File: src/rtl/present_decryptor_top.sv
// -----------------------------------------------------------------------------
// present_decryptor_top
//
// Iterative PRESENT-80 decryption core, one round per clock.
// A key load runs the key schedule forward for 31 cycles to reach the last
// round key (kfin). Each ciphertext load then runs the 31 inverse rounds. The
// round keys are rebuilt on the fly by an inverse key schedule seeded with kfin.
// kfin is kept, so later ciphertexts reuse the expanded key.
//
// Ports:
//   clk_i        clock, rising edge
//   rst_i        synchronous reset, active-high
//   data_i       key (80 bits) on key_load, ciphertext in [63:0] on data_load
//   key_load     sample data_i as key, start key expansion (always wins)
//   data_load    sample data_i[63:0] as ciphertext, start decryption
//   data_o       plaintext, holds the last completed result
//   key_ready_o  last round key available, data_load accepted
//   busy_o       key expansion or decryption in progress
//   valid_o      one-cycle pulse when data_o is updated
//
// Build option:
//   PRESENT_DEC_PREEMPT_EN  when defined, data_load during decryption restarts
//                           it with the new ciphertext. The interrupted result
//                           is dropped.
// -----------------------------------------------------------------------------
module present_decryptor_top #(
   parameter int unsigned ROUNDS = 31,
   parameter int unsigned KEY_W  = 80,
   parameter int unsigned DATA_W = 64
) (
   input  logic              clk_i,
   input  logic              rst_i,
   input  logic [KEY_W-1:0]  data_i,
   input  logic              key_load,
   input  logic              data_load,
   output logic [DATA_W-1:0] data_o,
   output logic              key_ready_o,
   output logic              busy_o,
   output logic              valid_o
);

   typedef enum logic [1:0] {
      S_IDLE    = 2'd0,
      S_KEY_EXP = 2'd1,
      S_KEY_RDY = 2'd2,
      S_DECRYPT = 2'd3
   } state_e;

   localparam logic [4:0] LAST_RC  = 5'(ROUNDS);
   localparam logic [4:0] FIRST_RC = 5'd1;

   function automatic logic [3:0] sbox(input logic [3:0] x);
      logic [3:0] y;
      case (x)
         4'h0: y = 4'hC;  4'h1: y = 4'h5;  4'h2: y = 4'h6;  4'h3: y = 4'hB;
         4'h4: y = 4'h9;  4'h5: y = 4'h0;  4'h6: y = 4'hA;  4'h7: y = 4'hD;
         4'h8: y = 4'h3;  4'h9: y = 4'hE;  4'hA: y = 4'hF;  4'hB: y = 4'h8;
         4'hC: y = 4'h4;  4'hD: y = 4'h7;  4'hE: y = 4'h1;  4'hF: y = 4'h2;
         default: y = 4'h0;
      endcase
      return y;
   endfunction

   function automatic logic [3:0] inv_sbox(input logic [3:0] x);
      logic [3:0] y;
      case (x)
         4'h0: y = 4'h5;  4'h1: y = 4'hE;  4'h2: y = 4'hF;  4'h3: y = 4'h8;
         4'h4: y = 4'hC;  4'h5: y = 4'h1;  4'h6: y = 4'h2;  4'h7: y = 4'hD;
         4'h8: y = 4'hB;  4'h9: y = 4'h4;  4'hA: y = 4'h6;  4'hB: y = 4'h3;
         4'hC: y = 4'h0;  4'hD: y = 4'h7;  4'hE: y = 4'h9;  4'hF: y = 4'hA;
         default: y = 4'h0;
      endcase
      return y;
   endfunction

   // Inverse bit permutation: output bit j comes from input bit 16*j mod 63.
   function automatic logic [63:0] inv_player(input logic [63:0] x);
      logic [63:0] y;
      y = 64'h0;
      for (int j = 0; j < 63; j++) begin
         y[6'(j)] = x[6'((j * 16) % 63)];
      end
      y[63] = x[63];
      return y;
   endfunction

   function automatic logic [63:0] inv_slayer(input logic [63:0] x);
      logic [63:0] y;
      y = 64'h0;
      for (int n = 0; n < 16; n++) begin
         y[6'(4 * n) +: 4] = inv_sbox(x[6'(4 * n) +: 4]);
      end
      return y;
   endfunction

   // Forward key update: rotate left 61, S-box on the top nibble, mix in rc.
   function automatic logic [79:0] fwd_key(input logic [79:0] k, input logic [4:0] rc);
      logic [79:0] r;
      r          = {k[18:0], k[79:19]};
      r[79:76]   = sbox(r[79:76]);
      r[19:15]   = r[19:15] ^ rc;
      return r;
   endfunction

   // Exact inverse of fwd_key: undo rc mix, inverse S-box, rotate right 61.
   function automatic logic [79:0] inv_key(input logic [79:0] k, input logic [4:0] rc);
      logic [79:0] r;
      r          = k;
      r[19:15]   = r[19:15] ^ rc;
      r[79:76]   = inv_sbox(r[79:76]);
      return {r[60:0], r[79:61]};
   endfunction

   state_e      state_q, state_d;
   logic [79:0] key_q, key_d;        // working key: expansion register, then kw
   logic [79:0] kfin_q, kfin_d;      // last round key, kept across decryptions
   logic [63:0] st_q, st_d;
   logic [4:0]  rc_q, rc_d;
   logic [63:0] data_q, data_d;
   logic        valid_q, valid_d;
   logic        key_ready_q, key_ready_d;
   logic        busy_q, busy_d;

   logic [79:0] fwd_key_s;
   logic [79:0] inv_key_s;
   logic [63:0] round_s;
   logic        do_load_s;

   assign fwd_key_s = fwd_key(key_q, rc_q);
   assign inv_key_s = inv_key(key_q, rc_q);
   assign round_s   = inv_slayer(inv_player(st_q)) ^ inv_key_s[79:16];

`ifdef PRESENT_DEC_PREEMPT_EN
   assign do_load_s = data_load && ((state_q == S_KEY_RDY) || (state_q == S_DECRYPT));
`else
   assign do_load_s = data_load && (state_q == S_KEY_RDY);
`endif

   // State register and datapath registers, synchronous reset.
   always_ff @(posedge clk_i) begin
      if (rst_i) begin
         state_q     <= S_IDLE;
         key_q       <= 80'h0;
         kfin_q      <= 80'h0;
         st_q        <= 64'h0;
         rc_q        <= 5'd0;
         data_q      <= 64'h0;
         valid_q     <= 1'b0;
         key_ready_q <= 1'b0;
         busy_q      <= 1'b0;
      end else begin
         state_q     <= state_d;
         key_q       <= key_d;
         kfin_q      <= kfin_d;
         st_q        <= st_d;
         rc_q        <= rc_d;
         data_q      <= data_d;
         valid_q     <= valid_d;
         key_ready_q <= key_ready_d;
         busy_q      <= busy_d;
      end
   end

   // Next-state and datapath update; key_load has priority over everything.
   always_comb begin
      state_d     = state_q;
      key_d       = key_q;
      kfin_d      = kfin_q;
      st_d        = st_q;
      rc_d        = rc_q;
      data_d      = data_q;
      valid_d     = 1'b0;
      key_ready_d = key_ready_q;
      busy_d      = busy_q;
      if (key_load) begin
         key_d       = data_i;
         rc_d        = FIRST_RC;
         state_d     = S_KEY_EXP;
         key_ready_d = 1'b0;
         busy_d      = 1'b1;
      end else if (do_load_s) begin
         st_d    = data_i[63:0] ^ kfin_q[79:16];
         key_d   = kfin_q;
         rc_d    = LAST_RC;
         state_d = S_DECRYPT;
         busy_d  = 1'b1;
      end else begin
         case (state_q)
            S_IDLE: begin
               state_d = S_IDLE;
            end
            S_KEY_EXP: begin
               key_d = fwd_key_s;
               rc_d  = rc_q + 5'd1;
               if (rc_q == LAST_RC) begin
                  kfin_d      = fwd_key_s;
                  state_d     = S_KEY_RDY;
                  key_ready_d = 1'b1;
                  busy_d      = 1'b0;
               end else begin
                  state_d = S_KEY_EXP;
               end
            end
            S_KEY_RDY: begin
               state_d = S_KEY_RDY;
            end
            S_DECRYPT: begin
               st_d  = round_s;
               key_d = inv_key_s;
               rc_d  = rc_q - 5'd1;
               // rc=1 is the final round: the state is now the plaintext.
               if (rc_q == FIRST_RC) begin
                  data_d  = round_s;
                  valid_d = 1'b1;
                  state_d = S_KEY_RDY;
                  busy_d  = 1'b0;
               end else begin
                  state_d = S_DECRYPT;
               end
            end
            default: begin
               state_d     = S_IDLE;
               key_ready_d = 1'b0;
               busy_d      = 1'b0;
            end
         endcase
      end
   end

   assign data_o      = data_q;
   assign valid_o     = valid_q;
   assign key_ready_o = key_ready_q;
   assign busy_o      = busy_q;

endmodule

File: config.mk
export PLATFORM = sky130hd
export DESIGN_NAME = present_decryptor_top
export DESIGN_NICKNAME = d
export VERILOG_FILES = /design/src/rtl/present_decryptor_top.sv
export SDC_FILE = /design/constraint.sdc
export NUM_CORES = 1
export LEC_CHECK = 0
export CAP_MARGIN = 20
export CORE_MARGIN = 5
export CORE_UTILIZATION = 29
export DETAILED_ROUTE_END_ITERATION = 6
export HOLD_SLACK_MARGIN = 0.12
export SETUP_SLACK_MARGIN = 0.15
export SLEW_MARGIN = 5
export SYNTH_ARGS = -nofsm -noshare
export SYNTH_HDL_FRONTEND = slang
export SYNTH_SLANG_ARGS = --single-unit
File: constraint.sdc
create_clock -name clk_i -period 3.92 [get_ports clk_i]
set_input_delay 0.588 -clock clk_i [delete_from_list [all_inputs] [get_ports clk_i]]
set_output_delay 0.588 -clock clk_i [all_outputs]
set_load 0.02 [all_outputs]
==> results_dict.tcl, run 1 <==
set metrics [dict create \
    share_seq_of_total_power_pct 45.1 \
    final_max_slew_viol_count 0 \
    grt_overflow_total 0 \
    hold_ws_ns 0.363 \
    iteration_0_drc_count_of_the_detailed_router 1179 \
    wirelength_um 48200 \
    critical_path.cell_chain "clkdlybuf4s50_1, a211oi_4, a211oi_1, a211oi_1, inv_1, ha_1, or3_1, a32o_1" \
    register_to_register_path_setup_slack_ns 1.08 \
    design.die.area_um2 50700 \
    placed_cell_area_um2 15200 \
    synthArstFlopShare_pct 0 \
    clock_insertion_delay_worst_skew_ns 0.53 \
    grt_first_pass_wirelength_um 71400 \
    drtPass1Iterations 7 \
    synthDistinctLibCells 57 \
    cp_slowest_stage_delay_ns 0.65 \
    critical_path_peak_fanout 12 \
    finalNetCount 1805 \
    timing.critical_path.mode_cell "sky130_fd_sc_hd__a211oi_1" \
    netlist_top_cells_area "sky130_fd_sc_hd__dfxtp_1 43%, sky130_fd_sc_hd__nand2_1 8.5%, sky130_fd_sc_hd__nor2_1 5.8%, sky130_fd_sc_hd__a211oi_1 5.8%, sky130_fd_sc_hd__a21oi_1 5.1%" \
    synth-edff-count 0 \
    grt_setup_unrepaired "false" \
    slowest_cell_on_crit_path "sky130_fd_sc_hd__clkdlybuf4s50_1" \
    drt.antenna.violating_nets 0 \
    comb_power_share_pct 9.6 \
    floorplan.core_area_um2 45600 \
    fmax_mhz 331 \
    postLayoutSetupSlackWorst_ns 0.901 \
    maxSlewHeadroom_pct 24.3 \
    cts_tree "built" \
    max-vdd-ir-drop_mv 0.274 \
    synthDominantAreaCellType "sky130_fd_sc_hd__dfxtp_1" \
    post_placement_worst_setup_slack_ns 0.453 \
    port_buffers 150 \
    final_design_area_no_fill_um2 16400 \
    clock_tree.htree_level_count 2 \
    effective_utilization_at_floorplan_pct 29.4 \
    globalplace.congestion 0.853 \
    synthesis.area_per_instance_um2 8.15 \
    kind_of_launch_point_of_the_worst_setup_path "input port" \
    synthesis.instances 1646 \
    fin_skew_ns 0.0228 \
    area_delta_synth_final_pct 22.0 \
    dp_hpwl_um 33000 \
    netlist_area_um2 13400 \
    cts_setup_buffers 0 \
    worstSetupEndpointType "flip-flop" \
    grtUsageTotal_pct 18.1 \
    setup_total_negative_slack_ns 0 \
    placement_rows 78 \
    sw_frac_of_total_pct 25.4 \
    post_route_cells_drive_above_1_share_pct 6.55 \
    hold_buffers 0 \
    pin_count 151 \
    cp_data_arrival_time_ns 3.43 \
    detail_route.drc_violations 0 \
    root_buffer "sky130_fd_sc_hd__clkbuf_16" \
    worstHoldPathType "input port to flip-flop" \
    grt_start_max_net_pins 103 \
    cts.clk_slew.worst_paths_ns 0.06 \
    die_x_um 225 \
    powerDensity_nw_per_um2 438 \
    route.detailed.wl_per_inst_um 20.7 \
    finish.utilization_pct 35.9 \
    critPathRequiredTime_ns 4.33 \
    antenna_found_initial 0 \
    via_count_of_the_first_global_routing_pass 11500 \
    fin_crit_sh_pct 77.0 \
    critical-path-top-delay-family "compound AO/OA/AOI/OAI gates" \
    report.final.setup_viol 0 \
    route.detailed.vias_per_inst 5.27 \
    die_h_um 225 \
    post_layout_min_period_ns 3.02 \
    final_hold_viol_count 0 \
    synth_warnings 0 \
    clock_path_buffers 3 \
    clock_power_share_pct 45.3 \
    timing_worst_setup_path_type "input port to flip-flop" \
    synth_flop_type "sky130_fd_sc_hd__dfxtp_1" \
    switching_power_mw 1.82 \
    synth_top_area_share_pct 43.3 \
    cts_buffers 34 \
    tightest_slew_ns 1.13 \
    maxcap_violations 0 \
    cts_resized 0 \
    run_status "complete, no violations" \
    clock_sink_count 290 \
    p_int_mw 5.35 \
    mappedNetlistNets 1745 \
    yosysSeqAreaShare_pct 43.3 \
    diodes 0 \
    detailroute.via_count 12300 \
    leakagePower_nw 5.57 \
    yosys_register_bits 290 \
    timing.critical_path.buf_inv 2 \
]
[per-layer routing]
layer | up-vias | track usage [%] | wire length [µm]
li1 | 5848 | - | -
met5 | - | 0 | 0
met2 | 483 | 27.7 | 21100
met4 | 0 | 6.76 | 1810
met1 | 5846 | 24.9 | 20900
met3 | 85 | 4.51 | 4310
[worst paths after layout]
kind | startpoint | to | depth (start not counted)
worst min register to register | kfin_q[28] | kfin_q[28] | 2
worst max register to register | state_q[0] | fwd_key_s[76] | 7
worst max-delay path | data_load | fwd_key_s[76] | 8
worst min-delay path | rst_i | kfin_q[76] | 2
[final cells by class]
class                   instances  area (µm²)
clock buffers                  46         977
well taps                     600         751
inverters                      22        82.6
flip-flops and latches        290        5810
clock inverters                10         156
fillers                      4610       29200
repair buffers                173        1710
multi-input cells            1185        6890
[kinds of logic after synthesis]
group | after synthesis | share of synthesized area [%]
simple gates | 697 | 21.8
xor+xnor | 70 | 5.13
buf+inv | 171 | 5.48
compound gates | 355 | 19.0
fa+ha+maj | 15 | 1.40
flops | 290 | 43.3
mux | 48 | 3.94
[layout by cell type, fill, tap and decap left out, types with 35 or more instances in the layout]
| master | instances |
|---|---|
| sky130_fd_sc_hd__nand2_1 | 302 |
| sky130_fd_sc_hd__dfxtp_1 | 288 |
| sky130_fd_sc_hd__nor2_1 | 209 |
| sky130_fd_sc_hd__clkdlybuf4s50_1 | 148 |
| sky130_fd_sc_hd__a21oi_1 | 137 |
| sky130_fd_sc_hd__a211oi_1 | 104 |
| sky130_fd_sc_hd__nor3_1 | 77 |
| sky130_fd_sc_hd__nand3_1 | 68 |
| sky130_fd_sc_hd__a311oi_1 | 66 |
| sky130_fd_sc_hd__xnor2_1 | 55 |
| sky130_fd_sc_hd__mux2i_1 | 36 |
| sky130_fd_sc_hd__clkbuf_16 | 35 |
[synthesized netlist by cell type, types with 4 or more instances]
cell                        count
sky130_fd_sc_hd__nor3_1        77
sky130_fd_sc_hd__a2111oi_4      4
sky130_fd_sc_hd__buf_4          7
sky130_fd_sc_hd__mux2i_1       36
sky130_fd_sc_hd__xnor2_1       55
sky130_fd_sc_hd__nor2_1       209
sky130_fd_sc_hd__nand3_1       68
sky130_fd_sc_hd__o2bb2ai_1      5
sky130_fd_sc_hd__ha_1          15
sky130_fd_sc_hd__xor2_1        10
sky130_fd_sc_hd__and2_1         7
sky130_fd_sc_hd__buf_1         10
sky130_fd_sc_hd__buf_2         30
sky130_fd_sc_hd__nand2_1      304
sky130_fd_sc_hd__o21ai_0        8
sky130_fd_sc_hd__xor3_1         5
sky130_fd_sc_hd__mux2_2         9
sky130_fd_sc_hd__a21oi_1      137
sky130_fd_sc_hd__a211oi_1     104
sky130_fd_sc_hd__a31oi_1        5
sky130_fd_sc_hd__dfxtp_1      290
sky130_fd_sc_hd__inv_1         21
sky130_fd_sc_hd__buf_6          4
sky130_fd_sc_hd__or3_1          9
sky130_fd_sc_hd__clkbuf_1      98
sky130_fd_sc_hd__a311oi_1      66
[power by group through the flow]
stage | Sequential [mW] | Clock, mW | Combinational (mW)
final | 3.23 | 3.25 | 0.689
after global routing | 3.24 | 3.42 | 0.749
after CTS | 3.23 | 3.31 | 0.687
after detailed placement | 3.29 | 0 | 0.684
after global placement | 3.29 | 0 | 0.670
after floorplan | 3.18 | 0 | 0.463
[stage by stage]
| step | total power, mW | std cells |
|---|---|---|
| 3_3_place_gp | 3.96 | 2270 |
| 4_1_cts | 7.23 | 2326 |
| 5_1_grt | 7.41 | 2326 |
| 2_1_floorplan | 3.65 | 1646 |
| 6_report | 7.17 | 2326 |
| 3_5_place_dp | 3.98 | 2270 |
(Power assumes the default switching activity.)
==> run 2: changes to the inputs <==
clock period = 2.6 ns   (was 3.92 ns; I/O delays follow)
==> results_dict.tcl, run 2 (synthesis gave the netlist of run 1 again) <==
set metrics [dict create \
    run_status "complete, no violations" \
    mostFrequentLayoutCell "sky130_fd_sc_hd__nand2_1" \
    maxcap_violations 0 \
    dp_hpwl_um 34500 \
    register_to_register_path_setup_slack_ns 0.22 \
    tightest_slew_ns 1.01 \
    grt_overflow_total 0 \
    pin_count 151 \
    cp_data_arrival_time_ns 2.83 \
    most-common-layout-cells "302 x sky130_fd_sc_hd__nand2_1, 288 x sky130_fd_sc_hd__dfxtp_1, 209 x sky130_fd_sc_hd__nor2_1" \
    kind_of_launch_point_of_the_worst_setup_path "flip-flop" \
    via_count_of_the_first_global_routing_pass 11800 \
    globalplace.congestion 0.875 \
    r2r-start "state_q[0]" \
    finish.utilization_pct 37.1 \
    die_h_um 225 \
    hp-start "key_load" \
    critPathRequiredTime_ns 3.04 \
    cts_tree "built" \
    grt_first_pass_wirelength_um 73700 \
    post_layout_min_period_ns 2.38 \
    route.detailed.wl_per_inst_um 20.7 \
    p_total_mw 10.4 \
    leakagePower_nw 5.91 \
    final_design_area_no_fill_um2 16900 \
    cts_buffers 31 \
    critical_path_peak_fanout 14 \
    design.die.area_um2 50700 \
    clock_path_buffers 3 \
    grt_start_max_net_pins 197 \
    post_route_cells_drive_above_1_share_pct 10.1 \
    detail_route.drc_violations 0 \
    fin_crit_sh_pct 91.7 \
    critical_path.reg2reg.endpoint "inv_key_s[15]" \
    fin_skew_ns 0.0121 \
    hold_ws_ns 0.276 \
    floorplan.core_area_um2 45600 \
    hold_depth 2 \
    postLayoutSetupSlackWorst_ns 0.216 \
    drtPass1Iterations 5 \
    root_buffer "sky130_fd_sc_hd__clkbuf_16" \
    maxSlewHeadroom_pct 32.7 \
    clock_insertion_delay_worst_skew_ns 0.58 \
    die_x_um 225 \
    powerDensity_nw_per_um2 615 \
    clock_tree.htree_level_count 1 \
    min_delay_worst_endpoint "busy_o" \
    iteration_0_drc_count_of_the_detailed_router 1117 \
    finalNetCount 1874 \
    grtUsageTotal_pct 18.6 \
    detailroute.via_count 12600 \
    final_max_slew_viol_count 0 \
    wirelength_um 49700 \
    area_delta_synth_final_pct 26.1 \
    grt_setup_unrepaired "true" \
    fmax_mhz 419 \
    worstSetupEndpointType "flip-flop" \
    placed_cell_area_um2 15900 \
    reg2reg_depth 7 \
    effective_utilization_at_floorplan_pct 29.4 \
    antenna_found_initial 3 \
    max-vdd-ir-drop_mv 0.436 \
    route.detailed.vias_per_inst 5.25 \
    port_buffers 150 \
    cts.clk_slew.worst_paths_ns 0.06 \
    placement_rows 78 \
    drt.antenna.violating_nets 0 \
    report.final.setup_viol 0 \
    timing_worst_setup_path_type "flip-flop to flip-flop" \
    post_placement_worst_setup_slack_ns -0.285 \
    clock_sink_count 290 \
    final_hold_viol_count 0 \
    worstHoldPathType "input port to flip-flop" \
]
-- run 2: cell types whose count changed in the layout (fill, tap and decap cells not counted), sizes merged --
cell,change
buf,+71
bufinv,-3
clkbuf,+3
diode,+3
clkinvlp,-1
dlygate4sd3,+1
-- run 2: report_power, final --
part | internal, mW | switching [mW] | leakage (nW)
Sequential | 4.58 | 0.265 | 2.36
Clock | 2.54 | 1.85 | 0.492
Combinational | 0.542 | 0.631 | 3.06
-- run 2: critical path, stage by stage (launching register included) --
cell and delay (ns):
sky130_fd_sc_hd__dfxtp_4 0.46, sky130_fd_sc_hd__and3b_2 0.27, sky130_fd_sc_hd__a2111oi_4 0.37, sky130_fd_sc_hd__o31ai_4 0.11, sky130_fd_sc_hd__and2_1 0.20, sky130_fd_sc_hd__inv_1 0.10, sky130_fd_sc_hd__ha_1 0.26, sky130_fd_sc_hd__mux4_2 0.47
-- run 2: repair_timing --
| item | CTS | global route |
|---|---|---|
| endpoints found under the setup margin | 14 | 76 |
| resized for setup | 3 | 7 |
| hold buffers | 1 | 0 |
| setup buffers | 0 | 3 |
| pin swaps | 0 | 0 |
| gates cloned | 0 | 0 |
| hold endpoints to repair | 2 | 0 |
-- run 2: area by class of cell --
class | instances | area (µm²)
antenna | 3 | 7.51
clock buffer | 49 | 933
clock inverter | 6 | 62.6
fill | 4635 | 28700
inverter | 22 | 82.6
multi-input combinational | 1185 | 6910
sequential | 290 | 5810
tap | 600 | 751
timing repair buffer | 245 | 2370
-- run 2: routing by layer --
metal / vias to the layer above / wire, µm / GRT usage, %
met5: - / 0 / 0
met4: 0 / 1970 / 7.07
met3: 98 / 4100 / 3.53
met2: 486 / 21700 / 28.0
met1: 6018 / 21900 / 26.3
li1: 5998 / - / -
-- run 2: worst max path at each step --
| stage | from | slack, ns | to | depth (start not counted) |
|---|---|---|---|---|
| 2_1_floorplan | state_q[0] | 0.21 | fwd_key_s[76] | 8 |
| 3_3_place_gp | data_load | -0.25 | fwd_key_s[76] | 10 |
| 3_5_place_dp | data_load | -0.29 | fwd_key_s[76] | 10 |
| 4_1_cts | state_q[0] | 0.16 | inv_key_s[15] | 6 |
| 5_1_grt | state_q[0] | 0.11 | inv_key_s[15] | 7 |
| 6_report | state_q[0] | 0.22 | inv_key_s[15] | 7 |
-- run 2: stage by stage --
step | TNS, ns | cells
after floorplan | 0 | 1646
after global placement | -1.46 | 2338
after detailed placement | -2.26 | 2338
after CTS | 0 | 2394
after global routing | 0 | 2397
final | 0 | 2400
==> run 3: changes to the inputs <==
CTS_BUF_LIST = sky130_fd_sc_hd__clkbuf_4 sky130_fd_sc_hd__clkbuf_8 sky130_fd_sc_hd__clkbuf_16   (was default)
==> results_dict.tcl, run 3 (synthesis gave the netlist of run 1 again) <==
set metrics [dict create \
    run_status "finished, violations left" \
    violated_checks "design-rule violations" \
    hold_ws_ns 0.273 \
    grt_overflow_total 0 \
    r2r-start "state_q[0]" \
    grt_setup_unrepaired "true" \
    powerDensity_nw_per_um2 619 \
    register_to_register_path_setup_slack_ns 0.23 \
    drtPass1Iterations 7 \
    pin_count 151 \
    kind_of_launch_point_of_the_worst_setup_path "flip-flop" \
    root_buffer "sky130_fd_sc_hd__clkbuf_16" \
    cp_data_arrival_time_ns 2.82 \
    detail_route.drc_violations 3 \
    timing_worst_setup_path_type "flip-flop to flip-flop" \
    metal1_wirelength_um 21900 \
    clock_sink_count 290 \
    critical_path_depth 7 \
    floorplan.core_area_um2 45600 \
    timing.critical_path.buf_inv 1 \
    most-common-layout-cells "302 x sky130_fd_sc_hd__nand2_1, 288 x sky130_fd_sc_hd__dfxtp_1, 209 x sky130_fd_sc_hd__nor2_1" \
    route.detailed.vias_per_inst 5.25 \
    fmax_mhz 421 \
    critical_path.cell_chain "and3b_2, a2111oi_4, o31ai_4, and2_1, inv_1, ha_1, mux4_2" \
    p_total_mw 10.5 \
    clock_insertion_delay_worst_skew_ns 0.57 \
    dr_wl_met3_um 4150 \
    post_route_cells_drive_above_1_share_pct 10.6 \
    top_layer_used "met4" \
    dp_hpwl_um 34500 \
    post_layout_min_period_ns 2.37 \
    tightest_slew_ns 0.954 \
    iteration_0_drc_count_of_the_detailed_router 1189 \
    hold_depth 2 \
    cp_slowest_stage_delay_ns 0.47 \
    grt_first_pass_wirelength_um 73700 \
    fin_crit_sh_pct 91.3 \
    critPathRequiredTime_ns 3.05 \
    critical-path-top-delay-family "compound AO/OA/AOI/OAI gates" \
    final_max_slew_viol_count 0 \
    post_placement_worst_setup_slack_ns -0.285 \
    via_count_of_the_first_global_routing_pass 11800 \
    critical_path.reg2reg.endpoint "inv_key_s[15]" \
    drt.antenna.violating_nets 0 \
    clock_path_buffers 3 \
    final_hold_viol_count 0 \
    clock_tree.htree_level_count 1 \
    die_x_um 225 \
    worstHoldPathType "input port to flip-flop" \
    detailroute.via_count 12600 \
    globalplace.congestion 0.875 \
    die_h_um 225 \
    grt_start_max_net_pins 197 \
    cts_buffers 31 \
    route.detailed.wl_per_inst_um 20.7 \
    detailroute.wirelength.met2_um 21600 \
    worstSetupEndpointType "flip-flop" \
    maxSlewHeadroom_pct 36.4 \
    reg2reg_depth 7 \
    max-vdd-ir-drop_mv 0.437 \
    postLayoutSetupSlackWorst_ns 0.226 \
    critical_path_peak_fanout 14 \
    port_buffers 150 \
    cts.clk_slew.worst_paths_ns 0.06 \
    wirelength_um 49600 \
    report.final.setup_viol 0 \
    effective_utilization_at_floorplan_pct 29.4 \
    cts_tree "built" \
    design.die.area_um2 50700 \
    placement_rows 78 \
    grtUsageTotal_pct 18.6 \
    min_delay_worst_endpoint "busy_o" \
    antenna_found_initial 3 \
    mostFrequentLayoutCell "sky130_fd_sc_hd__nand2_1" \
    fin_skew_ns 0.00990 \
    hp-start "key_load" \
    leakagePower_nw 5.94 \
    placed_cell_area_um2 15900 \
    finalNetCount 1874 \
    area_delta_synth_final_pct 26.4 \
    setup_total_negative_slack_ns 0 \
    slowest_cell_on_crit_path "sky130_fd_sc_hd__mux4_2" \
    final_design_area_no_fill_um2 17000 \
    maxcap_violations 0 \
]
==> run 3: cell types whose count changed in the layout (fill, tap and decap cells not counted) <==
cell,before,now
sky130_fd_sc_hd__clkbuf_1,9,0
sky130_fd_sc_hd__clkbuf_4,0,9
==> run 3: through the flow <==
step / util (%) / cells
6_report: 37.2 / 2400
5_1_grt: 37.2 / 2397
4_1_cts: 37.1 / 2394
2_1_floorplan: - / 1646
3_3_place_gp: 34.8 / 2338
3_5_place_dp: 34.8 / 2338
==> run 3: layout make-up <==
| type | instances | area, µm² |
|---|---|---|
| clock buffer | 49 | 967 |
| antenna | 3 | 7.51 |
| timing repair buffer | 245 | 2370 |
| tap | 600 | 751 |
| clock inverter | 6 | 62.6 |
| fill | 4626 | 28600 |
| multi-input combinational | 1185 | 6910 |
| inverter | 22 | 82.6 |
| sequential | 290 | 5810 |
==> run 3: worst max-delay path by stage <==
stage	from	to	slack, ns
final	state_q[0]	inv_key_s[15]	0.23
after global routing	state_q[0]	inv_key_s[15]	0.12
after CTS	state_q[0]	inv_key_s[15]	0.16
after detailed placement	data_load	fwd_key_s[76]	-0.29
after global placement	data_load	fwd_key_s[76]	-0.25
after floorplan	state_q[0]	fwd_key_s[76]	0.21
==> run 3: power breakdown <==
part	switching (mW)	internal [mW]	total, mW
Clock	1.84	2.63	4.48
Combinational	0.629	0.542	1.17
Sequential	0.265	4.58	4.85
==> run 3: worst register-to-register path, delay by kind of cell (launching register included) <==
| family | cells | cell delay [ns] |
|---|---|---|
| AND/OR/NAND/NOR | 2 | 0.48 |
| AO/OA/AOI/OAI | 2 | 0.48 |
| multiplexers | 1 | 0.47 |
| flip-flops | 1 | 0.46 |
| adder cells (fa/ha/maj) | 1 | 0.26 |
| buffers and inverters | 1 | 0.10 |
==> run 3: what timing repair did <==
action,4_1_cts,5_1_grt
gates resized for setup,3,7
hold endpoints to repair,2,0
hold buffers,1,0
buffers inserted,0,3
gates cloned,0,0
endpoints found under the setup margin,15,76
==> run 3: routing by layer <==
layer / up-vias / track usage (%)
li1: 5999 / -
met1: 5993 / 26.3
met2: 515 / 28.1
met3: 97 / 3.49
met4: 0 / 7.07
met5: - / 0
